[src/rtl/morse_encoder.sv]
// Morse code keyer: turns a 6-bit character code into timed key_out marks.
// Dots, dashes and gaps are whole multiples of UNIT_CYCLES clocks.
module morse_encoder #(
  parameter int UNIT_CYCLES = 25000000
) (
  input  logic       clk,
  input  logic       rst_n,
  input  logic       en,
  input  logic       start,
  input  logic [5:0] char_code,
  output logic       key_out,
  output logic       busy,
  output logic       done,
  output logic       err
);

  localparam int CW = $clog2(7 * UNIT_CYCLES);

  localparam logic [CW-1:0] T1 = CW'(UNIT_CYCLES - 1);
  localparam logic [CW-1:0] T3 = CW'(3 * UNIT_CYCLES - 1);
  localparam logic [CW-1:0] T7 = CW'(7 * UNIT_CYCLES - 1);

  localparam logic [5:0] CODE_MAX = 6'd35;
  localparam logic [5:0] CODE_WS  = 6'd36;

  typedef enum logic [2:0] {
    S_IDLE,
    S_MARK,
    S_GAP,
    S_CHAR_GAP,
    S_WORD_GAP
  } state_t;

  state_t          r_state;
  logic [CW-1:0]   r_cnt;
  logic [2:0]      r_idx;
  logic [2:0]      r_len;
  logic [4:0]      r_pat;
  logic            r_key;
  logic            r_busy;
  logic            r_done;
  logic            r_err;

  logic [7:0]      w_rom;
  logic            w_dash;
  logic            w_last;
  logic            w_mark_end;

  // Entry is {element count, pattern}; the first element sits in bit 4.
  function automatic logic [7:0] rom(input logic [5:0] c);
    logic [7:0] v;
    case (c)
      6'd0:  v = {3'd2, 5'b01000};
      6'd1:  v = {3'd4, 5'b10000};
      6'd2:  v = {3'd4, 5'b10100};
      6'd3:  v = {3'd3, 5'b10000};
      6'd4:  v = {3'd1, 5'b00000};
      6'd5:  v = {3'd4, 5'b00100};
      6'd6:  v = {3'd3, 5'b11000};
      6'd7:  v = {3'd4, 5'b00000};
      6'd8:  v = {3'd2, 5'b00000};
      6'd9:  v = {3'd4, 5'b01110};
      6'd10: v = {3'd3, 5'b10100};
      6'd11: v = {3'd4, 5'b01000};
      6'd12: v = {3'd2, 5'b11000};
      6'd13: v = {3'd2, 5'b10000};
      6'd14: v = {3'd3, 5'b11100};
      6'd15: v = {3'd4, 5'b01100};
      6'd16: v = {3'd4, 5'b11010};
      6'd17: v = {3'd3, 5'b01000};
      6'd18: v = {3'd3, 5'b00000};
      6'd19: v = {3'd1, 5'b10000};
      6'd20: v = {3'd3, 5'b00100};
      6'd21: v = {3'd4, 5'b00010};
      6'd22: v = {3'd3, 5'b01100};
      6'd23: v = {3'd4, 5'b10010};
      6'd24: v = {3'd4, 5'b10110};
      6'd25: v = {3'd4, 5'b11000};
      6'd26: v = {3'd5, 5'b11111};
      6'd27: v = {3'd5, 5'b01111};
      6'd28: v = {3'd5, 5'b00111};
      6'd29: v = {3'd5, 5'b00011};
      6'd30: v = {3'd5, 5'b00001};
      6'd31: v = {3'd5, 5'b00000};
      6'd32: v = {3'd5, 5'b10000};
      6'd33: v = {3'd5, 5'b11000};
      6'd34: v = {3'd5, 5'b11100};
      6'd35: v = {3'd5, 5'b11110};
      default: v = 8'd0;
    endcase
    return v;
  endfunction

  assign w_rom      = rom(char_code);
  assign w_dash     = r_pat[4];
  assign w_last     = (r_idx == r_len - 3'd1);
  assign w_mark_end = (r_cnt == (w_dash ? T3 : T1));

  always_ff @(posedge clk or negedge rst_n) begin
    if (!rst_n) begin
      r_state <= S_IDLE;
      r_cnt   <= '0;
      r_idx   <= '0;
      r_len   <= '0;
      r_pat   <= '0;
      r_key   <= 1'b0;
      r_busy  <= 1'b0;
      r_done  <= 1'b0;
      r_err   <= 1'b0;
    end else begin
      r_done <= 1'b0;
      r_err  <= 1'b0;
      if (!en) begin
        r_state <= S_IDLE;
        r_cnt   <= '0;
        r_idx   <= '0;
        r_key   <= 1'b0;
        r_busy  <= 1'b0;
      end else begin
        unique case (r_state)
          S_IDLE: begin
            r_cnt <= '0;
            r_idx <= '0;
            if (start) begin
              if (char_code <= CODE_MAX) begin
                r_len   <= w_rom[7:5];
                r_pat   <= w_rom[4:0];
                r_state <= S_MARK;
                r_key   <= 1'b1;
                r_busy  <= 1'b1;
              end else if (char_code == CODE_WS) begin
                r_state <= S_WORD_GAP;
                r_busy  <= 1'b1;
              end else begin
                r_err <= 1'b1;
              end
            end
          end
          S_MARK: begin
            if (w_mark_end) begin
              r_cnt   <= '0;
              r_key   <= 1'b0;
              r_state <= w_last ? S_CHAR_GAP : S_GAP;
            end else begin
              r_cnt <= r_cnt + 1'b1;
            end
          end
          S_GAP: begin
            if (r_cnt == T1) begin
              r_cnt   <= '0;
              r_idx   <= r_idx + 3'd1;
              r_pat   <= {r_pat[3:0], 1'b0};
              r_key   <= 1'b1;
              r_state <= S_MARK;
            end else begin
              r_cnt <= r_cnt + 1'b1;
            end
          end
          S_CHAR_GAP: begin
            if (r_cnt == T3) begin
              r_cnt   <= '0;
              r_busy  <= 1'b0;
              r_done  <= 1'b1;
              r_state <= S_IDLE;
            end else begin
              r_cnt <= r_cnt + 1'b1;
            end
          end
          S_WORD_GAP: begin
            if (r_cnt == T7) begin
              r_cnt   <= '0;
              r_busy  <= 1'b0;
              r_done  <= 1'b1;
              r_state <= S_IDLE;
            end else begin
              r_cnt <= r_cnt + 1'b1;
            end
          end
          default: begin
            r_state <= S_IDLE;
            r_cnt   <= '0;
            r_key   <= 1'b0;
            r_busy  <= 1'b0;
          end
        endcase
      end
    end
  end

  assign key_out = r_key;
  assign busy    = r_busy;
  assign done    = r_done;
  assign err     = r_err;

endmodule

[config.mk]
export PLATFORM = sky130hd
export DESIGN_NAME = morse_encoder
export DESIGN_NICKNAME = d
export VERILOG_FILES = /design/src/rtl/morse_encoder.sv
export SDC_FILE = /design/constraint.sdc
export NUM_CORES = 1
export LEC_CHECK = 0
export ABC_CLOCK_PERIOD_IN_PS = 2700
export CORE_ASPECT_RATIO = 1.25
export CORE_MARGIN = 1
export CORE_UTILIZATION = 40
export DETAILED_ROUTE_END_ITERATION = 10
export SETUP_SLACK_MARGIN = 0.1
export SYNTH_ARGS = -nofsm -noshare
export SYNTH_HDL_FRONTEND = slang
export SYNTH_SLANG_ARGS = --single-unit
[constraint.sdc]
create_clock -name clk -period 2.7 [get_ports clk]
set_input_delay 0.54 -clock clk [delete_from_list [all_inputs] [get_ports clk]]
set_output_delay 0.54 -clock clk [all_outputs]
set_load 0.01 [all_outputs]
## After elaboration in Yosys (flattened, before gate mapping)

Memory sizes are Yosys's and may differ from the RTL's.
Index checks and enable logic that the tools add are counted.

- $add $sub $neg: 3
- Magnitude comparators: 1
- Equality and inequality tests: 23
- Multiplexer cells: 46
- Reduce and logical (&&, ||, !) cells: 10

Operator list:

| kind | number |
|---|---|
| two-way mux 28 bit | 5 |
| one-hot mux 28 bit (4 select lines) | 1 |
| two-way mux 3 bit | 10 |
| adder 28 x 1 -> 28 bit (second input constant) | 1 |
| equality test 28 x 25 -> 1 bit (second input constant) | 1 |
| equality test 28 x 27 -> 1 bit | 1 |
| equality test 28 x 27 -> 1 bit (second input constant) | 1 |
| equality test 28 bit (second input constant) | 1 |
| two-way mux 27 bit | 1 |
| two-way mux 1 bit | 20 |
| != test 3 bit (second input constant) | 6 |
| two-way mux 5 bit | 3 |
| one-hot mux 3 bit (5 select lines) | 1 |
| AND reduction 5 bit | 3 |
| != test 2 bit (second input constant) | 5 |
| one-hot mux 5 bit (2 select lines) | 1 |
| one-hot mux 1 bit (4 select lines) | 2 |
| equality test 3 x 2 -> 1 bit (second input constant) | 2 |
| equality test 6 bit (second input constant) | 1 |
| less-or-equal comparator 6 bit (second input constant) | 1 |
| one-hot mux 3 bit (2 select lines) | 1 |
| AND reduction 6 bit | 1 |
| != test 4 bit (second input constant) | 1 |
| AND reduction 4 bit | 1 |
| 11 further kinds | 12 |

- Register bits after elaboration: 46
- Memory bits (read-only): 512
- Logic and storage cells: 93
- Memories kept: 1

Memory list:

| name | depth | width | rd ports | clocked after Yosys merged registers in | wr ports | RTL line | RTL |
|---|---|---|---|---|---|---|---|
| (name not given) | 64 | 8 | 1 | 0 | 0 | 52 | `case (c)` |

## Longest topological paths before layout

- Word-level depth: 6
- Mapped depth: 9
- Depth with buffers taken out: 8

## Worst setup path before layout

OpenSTA, ideal clock, no wires.

- Path kind: flip-flop to flip-flop
- Start point: register r_cnt[0]
- End point: register r_pat[1]
- Setup time: 0.125 ns
- Arrival: 2.174 ns
- Path slack: 0.401 ns
- Cell stages (with the launch flop): 8
- Path buffers: 1
- Cells stage by stage: dfrtp_1 ha_1 nor2b_1 nand2_2 or3_1 buf_6 o31ai_4 mux2_4

- Longest elaborated chain between the ends: 3

RTL lines:

| item | RTL line | RTL |
|---|---|---|
| start, declared | 35 | `logic [CW-1:0] r_cnt;` |
| start signal, assigned | 145 | `r_cnt <= r_cnt + 1'b1;` |
| start signal, assigned | 156 | `r_cnt <= r_cnt + 1'b1;` |
| start signal, assigned | 166 | `r_cnt <= r_cnt + 1'b1;` |
| equality test 28 x 25 -> 1 bit | 149 | `if (r_cnt == T1) begin` |
| != test 2 bit (no line) | - |  |
| AND reduction 5 bit (no line) | - |  |
| end signal, assigned | 127 | `r_pat <= w_rom[4:0];` |
| end signal, assigned | 152 | `r_pat <= {r_pat[3:0], 1'b0};` |
| end, declared | 38 | `logic [4:0] r_pat;` |

Every way passes these cells.
A chain may end at the register's enable or synchronous reset.

## Worst setup path in the final report

- Start point: register r_cnt[23]
- End point: register r_pat[1]

The elaborated chain is that of the path after synthesis.

==> impl_metrics.prom <==
# TYPE chip_impl_metric gauge
chip_impl_metric{name="area_growth_syn_to_layout",unit="%"} 12.3
chip_impl_metric{name="htreeDepth",unit=""} 2
chip_impl_metric{name="cp.buffers_inverters",unit=""} 0
chip_impl_metric{name="die_area",unit="sq um"} 8090
chip_impl_info{name="regToRegStartpoint",value="r_cnt[23]$_DFF_PN0_"} 1
chip_impl_metric{name="synth_compound_area_frac",unit=""} 0.149
chip_impl_metric{name="placeableCoreArea",unit="sq um"} 7440
chip_impl_info{name="path_delay_family",value="simple AND/OR/NAND/NOR gates"} 1
chip_impl_metric{name="synthesis.instances",unit=""} 354
chip_impl_metric{name="power.leakage",unit="nW"} 1.42
chip_impl_metric{name="async_flop_share",unit=""} 1.00
chip_impl_metric{name="final_core_util",unit=""} 0.467
chip_impl_metric{name="crit_arrival",unit="ns"} 2.63
chip_impl_metric{name="synth_simple_gate_area_share",unit=""} 0.285
chip_impl_metric{name="post_cts_resized",unit=""} 0
chip_impl_metric{name="fin_tns_setup",unit="ns"} 0
chip_impl_info{name="cts_tree",value="yes"} 1
chip_impl_info{name="startpoint",value="r_cnt[23]$_DFF_PN0_"} 1
chip_impl_metric{name="synthesis.area_per_instance",unit="sq um"} 8.74
chip_impl_metric{name="report.final.slew_viol_count",unit=""} 0
chip_impl_metric{name="drtPass1Iterations",unit=""} 5
chip_impl_metric{name="clock_tree.buffer_depth",unit=""} 2
chip_impl_metric{name="muxShareOfSynthArea",unit=""} 0.0332
chip_impl_metric{name="min_period",unit="ns"} 2.45
chip_impl_metric{name="total_track_usage",unit=""} 0.197
chip_impl_metric{name="global_route.overflow_total",unit=""} 0
chip_impl_metric{name="path_max_fanout",unit=""} 5
chip_impl_metric{name="clk_latency_worst_skew_pair",unit="ns"} 0.30
chip_impl_metric{name="die_x",unit="microns"} 80.7
chip_impl_metric{name="antenna_cells",unit=""} 0
chip_impl_metric{name="routed-wl-met3",unit="microns"} 145
chip_impl_metric{name="ratio_of_cells_with_drive_above_1_in_the_final_layout",unit=""} 0.114
chip_impl_info{name="hold_class",value="in -> async"} 1
chip_impl_metric{name="first_global_vias",unit=""} 2737
chip_impl_metric{name="grt_pass1_wl",unit="microns"} 12500
chip_impl_metric{name="slew-limit-headroom",unit=""} 0.642
chip_impl_metric{name="synth-edff-count",unit=""} 0
chip_impl_metric{name="hpwlAfterDp",unit="microns"} 5430
chip_impl_metric{name="std_cell_rows",unit=""} 35
chip_impl_info{name="cp_cell_sequence",value="nor4b_4 -> nand4_2 -> or3_1 -> o31ai_4 -> mux2_4"} 1
chip_impl_info{name="highest_layer",value="met4"} 1
chip_impl_info{name="worstSetupPathType",value="reg -> reg"} 1
chip_impl_info{name="critPathCaptureType",value="flip-flop"} 1
chip_impl_metric{name="clock_skew",unit="ns"} 0.00657
chip_impl_metric{name="pin_count",unit=""} 14
chip_impl_metric{name="fmax",unit="MHz"} 409
chip_impl_metric{name="setup_viol_count_final",unit=""} 0
chip_impl_metric{name="power_density",unit="nW/um^2"} 560
chip_impl_metric{name="clock_sinks",unit=""} 46
chip_impl_metric{name="design_power_total",unit="mW"} 1.95
chip_impl_metric{name="seq_area_frac_synth",unit=""} 0.372
chip_impl_metric{name="finalHoldViolations",unit=""} 0
chip_impl_info{name="critPathSlowestCell",value="or3_1"} 1
chip_impl_metric{name="post_drt_wl_per_cell",unit="microns"} 15.6
chip_impl_metric{name="drcViolationCount",unit=""} 0
chip_impl_metric{name="synth.distinct_cells",unit=""} 68
chip_impl_metric{name="route.detailed.vias_per_inst",unit=""} 5.60
chip_impl_metric{name="fin_cells",unit=""} 468
chip_impl_metric{name="tritoncts.num_buffers",unit=""} 5
chip_impl_metric{name="totalWireLength",unit="microns"} 7280
chip_impl_metric{name="dr_total_vias",unit=""} 2623
chip_impl_metric{name="irDropWorstVdd",unit="V"} 0.000307
chip_impl_metric{name="gp_routability_congestion",unit=""} 0.892
chip_impl_metric{name="max-cap-violations",unit=""} 0
chip_impl_metric{name="net_count_synth",unit=""} 373
chip_impl_metric{name="final_cell_area",unit="sq um"} 3480
chip_impl_metric{name="dpl_cell_area",unit="sq um"} 3380
chip_impl_info{name="run_status",value="finished clean"} 1
chip_impl_metric{name="tightest_slew",unit="ns"} 0.532
chip_impl_metric{name="summed_instance_area_of_the_synthesized_netlist",unit="sq um"} 3090
chip_impl_metric{name="synth-warning-count",unit=""} 0
chip_impl_metric{name="route.layer.met1.wl",unit="microns"} 3240
chip_impl_metric{name="critical_path_required",unit="ns"} 2.89
chip_impl_metric{name="place.port_buffers",unit=""} 13
chip_impl_info{name="start_kind",value="flip-flop"} 1
chip_impl_metric{name="wl_met2",unit="microns"} 3720
chip_impl_info{name="rsz0062_at_grt",value="false"} 1
chip_impl_metric{name="clkSlewWorstSetupHoldPaths",unit="ns"} 0.09
chip_impl_metric{name="detail_route.iter0.violations",unit=""} 127
chip_impl_info{name="synth-main-ff-cell",value="dfrtp_1"} 1
chip_impl_metric{name="grt_antenna_before_repair",unit=""} 0
chip_impl_metric{name="dp_cells",unit=""} 460
chip_impl_metric{name="effective_utilization_at_floorplan",unit=""} 0.416
chip_impl_metric{name="num-nets-final",unit=""} 394
chip_impl_metric{name="cts_post_setup_buffers_inserted",unit=""} 0
chip_impl_info{name="main_combinational_cell_family_by_area_after_synthesis",value="simple AND/OR/NAND/NOR gates"} 1
chip_impl_metric{name="cts_hold_buf",unit=""} 0
chip_impl_metric{name="ff_latch_count_synth",unit=""} 46
chip_impl_metric{name="grt_max_degree",unit=""} 32
chip_impl_info{name="clock_tree.root_cell",value="clkbuf_8"} 1
chip_impl_metric{name="max_stage_delay",unit="ns"} 0.51
chip_impl_metric{name="final_antenna_net_count",unit=""} 0
chip_impl_metric{name="synthesized_area_fraction_occupied_by_xor_and_xnor_cells",unit=""} 0.0821
chip_impl_metric{name="finalCritPeriodShare",unit=""} 0.907
chip_impl_metric{name="dieHeight",unit="microns"} 100
chip_impl_metric{name="area_share_of_fa_ha_maj_cells_after_synthesis",unit=""} 0.0364
## cell usage in the layout, fill, tap and decap left out, types with 9 or more instances in the layout
| cell type | synthesis | final |
|---|---|---|
| nand4_1 | 11 | 11 |
| o21ai_0 | 11 | 11 |
| nor2_1 | 58 | 58 |
| ha_1 | 9 | 9 |
| a21oi_1 | 14 | 14 |
| xor2_1 | 23 | 23 |
| inv_1 | 14 | 14 |
| clkdlybuf4s50_1 | 0 | 12 |
| nand3_1 | 20 | 20 |
| buf_4 | 0 | 17 |
| dfrtp_1 | 46 | 46 |
| nand2_1 | 24 | 24 |
## cell type report
type / count / area, sq um
Fill cell: 748 / 3970
Multi-Input combinational cell: 278 / 1810
Sequential cell: 46 / 1150
Timing Repair Buffer: 30 / 253
Tap cell: 92 / 115
Clock buffer: 7 / 86.3
Inverter: 14 / 52.6
Clock inverter: 1 / 5.00
## per-stage QoR
step	setup slack (ns)	hold slack, ns
floorplan	0.401	0.244
global placement	0.150	0.477
detailed placement	0.0837	0.474
CTS	0.237	0.151
global route	0.144	0.166
finish	0.252	0.142
## routing by layer
metal,vias to the layer above,track usage
li1,1302,-
met3,13,0.0300
met2,41,0.356
met5,-,0
met1,1267,0.232
met4,0,0.0714
## path summary, 6_finish.rpt
check / to / slack, ns / depth (start not counted)
setup / recovery: r_pat[1]$_DFFE_PN0P_ / 0.25 / 5
hold / removal: busy$_DFFE_PN0P_ / 0.14 / 1
setup reg to reg: r_pat[1]$_DFFE_PN0P_ / 0.25 / 5
hold reg to reg: r_pat[0]$_DFFE_PN0P_ / 0.52 / 2
max in group asynchronous: r_cnt[12]$_DFF_PN0_ / 1.83 / 2
min in group clk: r_pat[0]$_DFFE_PN0P_ / 0.52 / 2
## cell usage after synthesis, types with 2 or more instances
library cell	number	area share
nor2_1	58	0.070
dfrtp_1	46	0.37
nand2_1	24	0.029
xor2_1	23	0.065
nand3_1	20	0.032
a21oi_1	14	0.023
inv_1	14	0.017
nand4_1	11	0.022
o21ai_0	11	0.018
clkbuf_1	10	0.012
ha_1	9	0.036
nor2b_1	8	0.016
and3_1	7	0.014
nor3_1	6	0.0097
xnor2_1	6	0.017
nand2b_1	5	0.010
a211oi_1	4	0.0097
mux2_2	4	0.015
o211ai_1	4	0.0097
and4b_1	3	0.0097
nor3b_1	3	0.0073
nor4_1	3	0.0061
a21boi_0	2	0.0049
and3b_1	2	0.0057
and4_1	2	0.0057
buf_1	2	0.0024
buf_6	2	0.0073
mux2i_1	2	0.0065
nand3b_1	2	0.0049
o2111ai_1	2	0.0057
o21bai_1	2	0.0049
o22ai_1	2	0.0040
o311ai_0	2	0.0057
o31ai_1	2	0.0049
o32ai_1	2	0.0057
or2_2	2	0.0040
or3_1	2	0.0040
## sequential cells by signal, indices dropped and copies added (netlist names)
name	flops
key_out	1
r_idx	3
busy	1
r_len	3
r_state	3
err	1
r_pat	5
done	1
r_cnt	28
## cell families after synthesis
logic type,after synthesis
buffers and inverters,30
xor gates and xnor gates,29
DFF,46
and+or+nand+nor,167
AOI/OAI and AO/OA,65
adders and majority gates,9
muxes,8
## where the power goes
part / internal [mW] / total, mW / leakage [nW] / switching (mW)
combinational: 0.287 / 0.635 / 0.748 / 0.349
sequential: 0.774 / 0.876 / 0.622 / 0.102
clock: 0.207 / 0.437 / 0.0482 / 0.230
Power figures use the tool's default switching activity.
